==> config.mk <==
export PLATFORM = sky130hd
export DESIGN_NAME = load_store_unit
export DESIGN_NICKNAME = d
export VERILOG_FILES = /design/src/rtl/lsu_pkg.sv /design/src/rtl/load_store_unit_load_extend.sv /design/src/rtl/load_store_unit.sv
export SDC_FILE = /design/constraint.sdc
export NUM_CORES = 1
export LEC_CHECK = 0
export CORE_UTILIZATION = 48
export DETAILED_ROUTE_END_ITERATION = 8
export PLACE_DENSITY_LB_ADDON = 0.1
export SLEW_MARGIN = 20
export SYNTH_ARGS = -nofsm -noshare
export SYNTH_HDL_FRONTEND = slang
export SYNTH_HIERARCHICAL = 1
export SYNTH_SLANG_ARGS = --single-unit
==> constraint.sdc <==
create_clock -name clk -period 3.2 [get_ports clk]
set_input_delay 0.64 -clock clk [delete_from_list [all_inputs] [get_ports clk]]
set_output_delay 0.64 -clock clk [all_outputs]
set_load 0.02 [all_outputs]
==> src/rtl/lsu_pkg.sv <==
// Shared load/store definitions: access size codes (also used by the main decoder),
// FSM states, byte strobes and the size/lane helper functions.
package lsu_pkg;

    localparam logic [2:0] SZ_B  = 3'b000;
    localparam logic [2:0] SZ_H  = 3'b001;
    localparam logic [2:0] SZ_W  = 3'b010;
    localparam logic [2:0] SZ_BU = 3'b100;
    localparam logic [2:0] SZ_HU = 3'b101;

    localparam logic [3:0] STRB_NONE = 4'b0000;
    localparam logic [3:0] STRB_B    = 4'b0001;
    localparam logic [3:0] STRB_H    = 4'b0011;
    localparam logic [3:0] STRB_W    = 4'b1111;

    typedef enum logic [1:0] {IDLE, REQ, WAIT, DONE} lsu_state_t;

    // Access captured when the unit leaves IDLE; drives the bus until the access retires.
    typedef struct packed {
        logic        we;
        logic [2:0]  size;
        logic [1:0]  off;
        logic [3:0]  strb;
        logic [31:0] wdata;
    } lsu_req_t;

    // Stores only honour the low two bits; unknown codes fall back to a signed byte.
    function automatic logic [2:0] norm_size(input logic [2:0] s, input logic st);
        logic [2:0] n;
        n = st ? {1'b0, s[1:0]} : s;
        case (n)
            SZ_B, SZ_H, SZ_W, SZ_BU, SZ_HU: return n;
            default:                        return SZ_B;
        endcase
    endfunction

    function automatic logic misaligned(input logic [2:0] s, input logic [1:0] off);
        case (s)
            SZ_H, SZ_HU: return off[0];
            SZ_W:        return off != 2'b00;
            default:     return 1'b0;
        endcase
    endfunction

    function automatic logic [3:0] strb_of(input logic [2:0] s, input logic [1:0] off);
        case (s)
            SZ_H:    return STRB_H << {off[1], 1'b0};
            SZ_W:    return STRB_W;
            default: return STRB_B << off;
        endcase
    endfunction

    function automatic logic [31:0] wdata_of(input logic [2:0] s, input logic [31:0] d);
        case (s)
            SZ_H:    return {2{d[15:0]}};
            SZ_W:    return d;
            default: return {4{d[7:0]}};
        endcase
    endfunction

endpackage

==> src/rtl/load_store_unit_load_extend.sv <==
// Picks the addressed byte/half out of a raw read word and sign- or zero-extends it.
module load_extend
    import lsu_pkg::*;
(
    input  logic [31:0] word,
    input  logic [1:0]  off,
    input  logic [2:0]  size,
    output logic [31:0] ext
);
    logic [7:0]  b;
    logic [15:0] h;

    always_comb begin
        b   = word[{off, 3'b000} +: 8];
        h   = off[1] ? word[31:16] : word[15:0];
        ext = {{24{b[7]}}, b};
        case (size)
            SZ_H:    ext = {{16{h[15]}}, h};
            SZ_W:    ext = word;
            SZ_BU:   ext = {24'b0, b};
            SZ_HU:   ext = {16'b0, h};
            default: ext = {{24{b[7]}}, b};
        endcase
    end
endmodule

==> src/rtl/load_store_unit.sv <==
// Memory-stage load/store unit: one word-wide req/gnt/rvalid access per instruction,
// stalling the pipeline until it retires, with misalignment and timeout reporting.
module load_store_unit
    import lsu_pkg::*;
#(
    parameter int TIMEOUT = 255,
    parameter int ADDR_W  = 32
) (
    input  logic              clk,
    input  logic              rst,
    input  logic              memWrite,
    input  logic              memRead,
    input  logic [2:0]        sizeSrc,
    input  logic [ADDR_W-1:0] addr,
    input  logic [31:0]       wdata,
    output logic              mem_req,
    output logic              mem_we,
    output logic [ADDR_W-1:0] mem_addr,
    output logic [3:0]        mem_wstrb,
    output logic [31:0]       mem_wdata,
    input  logic              mem_gnt,
    input  logic              mem_rvalid,
    input  logic [31:0]       mem_rdata,
    output logic              stall,
    output logic [31:0]       rdata,
    output logic              rdata_valid,
    output logic              misalign_err,
    output logic              bus_err
);
    localparam int CW = (TIMEOUT > 1) ? $clog2(TIMEOUT) : 1;

    lsu_state_t        state, state_nxt;
    lsu_req_t          cur;
    logic [ADDR_W-1:0] cur_addr;
    logic [CW-1:0]     cnt;
    logic [2:0]        sz;
    logic [31:0]       ext;
    logic              berr, tmo, tmo_fire, req_in, mis, accept;

    assign sz     = norm_size(sizeSrc, memWrite);
    assign req_in = memRead | memWrite;
    assign mis    = misaligned(sz, addr[1:0]);
    assign accept = (state == IDLE) && req_in && !mis;
    // cnt counts cycles spent in the current REQ/WAIT visit; tmo marks its last allowed cycle
    assign tmo    = (TIMEOUT != 0) && (cnt == CW'(TIMEOUT - 1));

    load_extend u_ext (.word(mem_rdata), .off(cur.off), .size(cur.size), .ext(ext));

    always_ff @(posedge clk) begin
        if (rst) state <= IDLE;
        else     state <= state_nxt;
    end

    always_comb begin
        state_nxt    = state;
        tmo_fire     = 1'b0;
        mem_req      = 1'b0;
        stall        = 1'b0;
        rdata_valid  = 1'b0;
        misalign_err = 1'b0;
        case (state)
            IDLE: begin
                stall        = accept;
                misalign_err = req_in && mis;
                if (accept) state_nxt = REQ;
            end
            REQ: begin
                mem_req = 1'b1;
                stall   = 1'b1;
                // a same-cycle rvalid is deliberately ignored here
                if (mem_gnt)  state_nxt = cur.we ? DONE : WAIT;
                else if (tmo) begin
                    tmo_fire  = 1'b1;
                    state_nxt = DONE;
                end
            end
            WAIT: begin
                stall = 1'b1;
                if (mem_rvalid) state_nxt = DONE;
                else if (tmo) begin
                    tmo_fire  = 1'b1;
                    state_nxt = DONE;
                end
            end
            DONE: begin
                rdata_valid = !cur.we;
                state_nxt   = IDLE;
            end
            default: state_nxt = IDLE;
        endcase
        if (rst) begin
            mem_req      = 1'b0;
            stall        = 1'b0;
            rdata_valid  = 1'b0;
            misalign_err = 1'b0;
        end
    end

    always_ff @(posedge clk) begin
        if (rst) begin
            cnt      <= '0;
            berr     <= 1'b0;
            rdata    <= '0;
            cur      <= '0;
            cur_addr <= '0;
        end else begin
            berr <= tmo_fire;
            if (state != state_nxt)                   cnt <= '0;
            else if (state == REQ || state == WAIT)   cnt <= cnt + CW'(1);
            if (accept) begin
                cur      <= '{we:    memWrite,
                              size:  sz,
                              off:   addr[1:0],
                              strb:  memWrite ? strb_of(sz, addr[1:0]) : STRB_NONE,
                              wdata: wdata_of(sz, wdata)};
                cur_addr <= {addr[ADDR_W-1:2], 2'b00};
            end
            if (state == WAIT) begin
                if (mem_rvalid) rdata <= ext;
                else if (tmo)   rdata <= '0;
            end
        end
    end

    assign mem_we    = mem_req & cur.we;
    assign mem_addr  = cur_addr;
    assign mem_wstrb = mem_req ? cur.strb : STRB_NONE;
    assign mem_wdata = cur.wdata;
    assign bus_err   = berr;

endmodule
After elaboration in Yosys (flattened, before gate mapping)
Cells that the tools add are included.
{"block": "totals", "reg_bits": 115, "output_inout_bits": 106, "word_cells": 76}
{"block": "op_classes", "n_addsub": 1, "n_eq_ne": 16, "shift": 3, "muxes": 29, "bitwise_logic": 2, "n_reduce_logical": 15}
{"op": "case mux 32 bit (4 select lines)", "n": 1}
{"op": "two-way mux 32 bit", "n": 2}
{"op": "case mux 32 bit (2 select lines)", "n": 1}
{"op": "indexed part select 32 x 6 -> 8 bit", "n": 1}
{"op": "two-way mux 16 bit", "n": 1}
{"op": "== test 3 bit (second input constant)", "n": 5}
{"op": "two-way mux 1 bit", "n": 11}
{"op": "== test 3 x 1 -> 1 bit (second input constant)", "n": 3}
{"op": "== test 3 x 2 -> 1 bit (second input constant)", "n": 3}
{"op": "adder 8 x 1 -> 8 bit (second input constant)", "n": 1}
{"op": "== test 8 bit (second input constant)", "n": 1}
{"op": "two-way mux 2 bit", "n": 4}
{"op": "two-way mux 4 bit", "n": 2}
{"op": "case mux 2 bit (4 select lines)", "n": 1}
{"op": "case mux 4 bit (2 select lines)", "n": 1}
{"op": "two-way mux 3 bit", "n": 2}
{"op": "case mux 1 bit (2 select lines)", "n": 3}
{"op": "OR reduction 2 bit", "n": 3}
{"op": "OR reduction 5 bit", "n": 1}
{"op": "== test 2 bit (second input constant)", "n": 2}
{"op": "nonzero test 2 bit", "n": 2}
{"op": "<< shifter 1 x 2 -> 4 bit (first input constant)", "n": 1}
{"op": "<< shifter 2 x 2 -> 4 bit (first input constant)", "n": 1}
{"op": "logical AND 1 bit", "n": 3}
{"op": "other kinds (9)", "n": 10}

Longest topological paths before layout
{"block": "depth", "word_depth": 13, "ltp_mapped": 11}

Modules after synthesis
Netlist, hierarchy kept.
{"module": "load_store_unit", "instances": 1, "cells_per_inst": 588, "area_per_inst_um2": 4959.8, "seq_area_each_um2": 2302.2}
{"module": "load_extend", "instances": 1, "cells_per_inst": 93, "area_per_inst_um2": 644.4, "seq_area_each_um2": 0.0}

Worst setup path after synthesis
Ideal clock, no wire load.
{"block": "synth_path", "path_kind": "register -> output", "startpoint": "reg state[0]", "endpoint": "out stall", "arrival_ps": 2068, "setup_slack_ps": 492, "path_stages_with_launch": 11, "path_buffers": 3, "path_cell_list": "dfxtp_1 -> inv_1 -> ha_1 -> buf_2 -> o21ai_1 -> a31oi_4 -> o21a_1 -> buf_4 -> buf_2 -> nor2_1 -> nor3_1"}
{"block": "synth_via", "elab_chain_len": 5, "word_cells_on_any_way": 8, "cone_classes": "eq/ne (2); mux (2); reduce/logical (4)"}
{"element": "from (decl)", "line_no": "load_store_unit.sv:32", "text": "lsu_state_t state, state_nxt;"}
{"element": "from (signal assigned)", "line_no": "load_store_unit.sv:51", "text": "else state <= state_nxt;"}
{"element": "logical NOT 2 bit", "line_no": "load_store_unit.sv:43, load_store_unit.sv:61"}
{"element": "logical AND 1 bit (2 in series)", "line_no": "load_store_unit.sv:43", "text": "assign accept = (state == IDLE) && req_in && !mis;"}
{"element": "case mux 1 bit (2 select lines) (*)", "line_no": "load_store_unit.sv:61", "text": "case (state)"}
{"element": "two-way mux 1 bit (*)", "line_no": "load_store_unit.sv:91", "text": "if (rst) begin"}
{"element": "to (decl)", "line_no": "load_store_unit.sv:24", "text": "output logic stall,"}
Every way passes the cells marked *; elsewhere a longest branch is shown, timed or not.

Worst setup path after layout
{"block": "layout_path", "startpoint": "reg state[0]", "endpoint": "out mem_wstrb[2]"}
{"block": "layout_via", "elab_chain_len": 4}
{"element": "== test 2 x 1 -> 1 bit", "line_no": "load_store_unit.sv:61"}
{"element": "two-way mux 1 bit", "line_no": "load_store_unit.sv:61"}
{"element": "two-way mux 1 bit", "line_no": "load_store_unit.sv:91"}
{"element": "two-way mux 4 bit", "line_no": "load_store_unit.sv:127", "text": "assign mem_wstrb = mem_req ? cur.strb : STRB_NONE;"}
{"element": "to (decl)", "line_no": "load_store_unit.sv:19", "text": "output logic [3:0] mem_wstrb,"}
No other way between the ends.

==> results <==
- The flow ran to the end, and the final reports show no timing, DRC or antenna violations.
- The first-pass GRT wire length is roughly 25000 µm.
- The worst setup path is of the reg -> out kind.
- For this block, the via count after detailed routing is 5487.
- The post-synthesis share of cell area spent on and, or, nand and nor gates is 0.187.
- After detailed routing, the number of remaining DRC violations is 0.
- The share of the Yosys chip area taken by registers is 0.411.
- The ratio of final minimum period to clock period is 0.950.
- The commonest cells after synthesis are nand2_1, dfxtp_1, nor2_1.
- The delay of the slowest critical-path stage is 0.62 ns.
- The clock-pin slew of the registers on the worst-case setup and hold paths is about 0.05 ns.
- The synthesized area per cell is ~8 µm².
- The number of cells traversed by the worst register-to-register path is 7.
- The number of instances in the synthesized netlist is 681.
- The worst setup path is captured at an output port.
- The xor and xnor fraction of the mapped netlist area is 0.0109.
- CTS saw 115 sinks.
- The number of buffers and inverters on the critical path is 2.
- The clock tree from TritonCTS is yes.
- The area fraction in compound gates after synthesis is 0.253.
- Data on the critical path is required at its endpoint by 2.56 ns.
- STA classifies the critical path startpoint as a flip-flop.
- By area, the combinational part of the netlist is dominated by compound AO/OA/AOI/OAI gates.
- After synthesis, the share of cell area in mux cells is 0.0194.
- The endpoint of the worst-slack reg-to-reg timing path is cnt[1].
- After legalization and detailed placement, the total HPWL measured around 11000 µm.
- The worst reg-to-reg setup slack is approximately 0.75 ns.
- In the routed layout, each cell is associated on average with a via count of 5.51.
- The global-route usage over all layers is 0.268.
- The initial antenna violation count is 0.
- The die covers roughly 12000 µm².
- The initialized floorplan defines 39 standard-cell rows.
- The final-layout fill cell count is slightly below 1000.
- After synthesis the cells add up to about 5600 µm².
- On the critical path, the stage with the largest delay is an instance of clkdlybuf4s50_1.
- The hold slack is about 0.45 ns.
- In this run the remaining antenna-violating nets after routing total 0.
- Counting the buffers created by CTS gives 17.
- For hold timing, the worst endpoint is cur[35].
- The worst path in the final design needs a cycle of approximately 3 ns, including I/O delays and setup.
- For this run, asynchronously set or reset flops after synthesis account for 0.
- For the pin with the worst max-slew slack, the measured transition is roughly 0.93 ns.
- The worst-path maximum fanout is 7.
- The initial detailed-routing violation count is around 340.
- The number of setup violations in the final report is 0.
- OpenSTA, run right after detailed placement, puts the worst setup slack at -0.0577 ns.
- The synthesized design contains 115 register bits.
- The hold buffer count at cts is 0.
- Measured along the x axis, the die boundary spans 110 µm.
- The startpoint identified for the worst register-to-register timing path is state[0].
- The congestion estimate from routability-driven global placement came to 0.869.
- Traced cell by cell, the critical path runs through ha_2, inv_1, nor2_2, and2_1, clkdlybuf4s50_1.
- Clock latency on the worst-skew pair, taken at its later pin, is 0.41 ns.
- Setup repair after global routing left no endpoint under its margin.
- IR analysis of the VDD net gives a maximum drop of roughly 0.49 mV.
- The via count of the first global-routing pass was 5301.
- The clock tree root driver cell is clkbuf_16.
- For this design the ratio of total power to cell area is around 550 nW/µm².
- The total power is between 0.004 and 0.005 W.
- The synthesized design contains 0 enable-type register cells.
- The wire length per cell after detailed routing is between 15 and 20 µm.
- For this run, the detailed router's first-pass iteration total came to 6.
- The area fraction of the dominant cell type after synthesis is 0.411.
- The buffers inserted during post-CTS setup optimization is 0.
- The cell type contributing the most total cell area after synthesis is dfxtp_1.
- The floorplan die height is 110 µm.
- Derived from the worst setup path, the maximum achievable clock frequency is approximately 330 MHz.
- The tightest min-delay check is of the reg -> reg type.
- The worst path setup slack after routing is ~0.16 ns.
- Measured on the finished design, the core utilization comes to 0.700.
- The number of max-cap violations is 0.
- The final number of max-transition violations was 0.
- The analysis attributes to cell leakage a power of around 3.0 nW.
- The combined area of the multi-input logic cells is roughly 2700 µm².
- The count of cell types in the netlist is 56.
- The final global-route overflow total is 0.
- The final routed wirelength across all metal layers is 16300 µm.
- The area growth from synthesis to layout is 42.6%.
- The count of buffers added on input and output ports is about 210.
- The initial core utilization is 0.491.
- In this run the tightest slew margin relative to its limit is 0.382.
- Entering global routing, the biggest net connects 96 pins.
- The register area is approximately 2300 µm².
- The main flop type after synthesis is dfxtp_1.
- The most common cell in the synthesized netlist is nand2_1.
- For this design the top-level I/O count stands at 211.
- The number of cells on the worst hold path is 2.
- On the critical path the largest part of the delay comes from buffers and inverters.
- The arrival time of the worst setup path is 2.40 ns.
- 0 antenna diodes ended up in the layout.
- Of the total synthesized cell area, the portion taken by full adders, half adders and majority gates is 0.0156.
- The floorplan step defined a core boundary enclosing about 11000 µm².
- The largest clock skew in the final design is about 0.008 ns.
- The number of nets at the end of the flow is between 900 and 1000.
- The critical hold path startpoint is cur[35].
- The clock tree synthesis step divided the H-tree into 4 levels.
- The total number of yosys warnings is 6.
- After synthesis, the cell types taking the most area are dfxtp_1, nand2_1, buf_4.
- The ratio of cells with drive above 1 in the final layout is 0.0775.
- The number of buffers on the longest clock path is 2.
- The number of hold violations in the final report was 0.
==> power by group <==
group / total, W / switching (W) / internal, W
registers: 0.00163 / 0.0000769 / 0.00155
clock network: 0.00165 / 0.000607 / 0.00104
logic: 0.00113 / 0.000608 / 0.000518
==> layer usage <==
| layer | global-route usage | routed length (µm) | share of wire | vias up |
|---|---|---|---|---|
| met4 | 0.128 | 375 | 0.023 | 0 |
| met2 | 0.442 | 7910 | 0.49 | 229 |
| met3 | 0.108 | 1410 | 0.087 | 28 |
| li1 | - | - | - | 2684 |
| met1 | 0.301 | 6580 | 0.40 | 2546 |
| met5 | 0 | 0 | 0 | - |
==> timing repair <==
item	in CTS	in global routing
gates resized for setup	1	3
endpoints found under the hold margin	0	0
gates cloned	0	0
setup endpoints to repair	1	7
==> worst reg2reg max path, stage by stage, from the launching register on <==
cell and delay [ns]:
dfxtp_1 0.50, inv_1 0.15, ha_1 0.34, and2_4 0.21
o21ba_4 0.49, a21boi_4 0.30, o311ai_4 0.16, a211oi_2 0.23
==> cell families after synthesis <==
kind of cell    after synthesis
flops                       115
other cells                   1
simple gates                252
compound gates              193
fa+ha+maj                     7
buf+inv                      96
xor+xnor                      7
mux                          10
==> layout make-up <==
class                   instances  area share
multi-input cells             471       0.343
flip-flops and latches        115       0.288
repair buffers                226       0.277
clock buffers                  26      0.0612
well taps                     143      0.0224
inverters                       9     0.00423
clock inverters                 5     0.00345
==> state kept, by name (all words and copies together), names as in the netlist <==
name / flops
bus_err: 1
cnt: 8
cur: 10
mem_addr: 30
mem_wdata: 32
rdata: 32
state: 2
==> placed cells by master, fill, tap and decap left out, types with 4 or more instances in the layout <==
master and instances:
and2_1 7, a21o_1 16, o21ai_1 4, nand4_1 4, nor3_1 4, clkbuf_16 17
a311oi_1 25, o21ai_0 5, a21oi_1 61, o22ai_1 8, inv_1 9, nand2_1 142
nand3_1 5, buf_4 19, clkinv_2 4, nor2_1 70, a2bb2oi_1 6, mux2_2 7
dfxtp_1 115, xnor2_1 4, clkbuf_1 6, a32oi_1 17, a22oi_1 32, clkdlybuf4s50_1 205
ha_1 6
==> worst max-delay path by stage <==
stage	cells after the start	to	start	slack, ns
3_5_place_dp	6	misalign_err	sizeSrc[1]	-0.06
2_1_floorplan	10	stall	state[0]	0.49
5_1_grt	5	mem_wstrb[0]	state[0]	0.04
6_report	5	mem_wstrb[2]	state[0]	0.16
4_1_cts	5	mem_wstrb[1]	state[0]	0.004
3_3_place_gp	6	misalign_err	memWrite	0.05
==> per-stage QoR <==
step	area [µm²]	setup TNS [ns]	instances
floorplan	5610	0	682
global placement	7470	0	964
detailed placement	7470	-0.0577	964
CTS	7980	0	995
global route	7990	0	995
finish	7990	0	995
No activity file was read; power rests on OpenSTA's default activity.
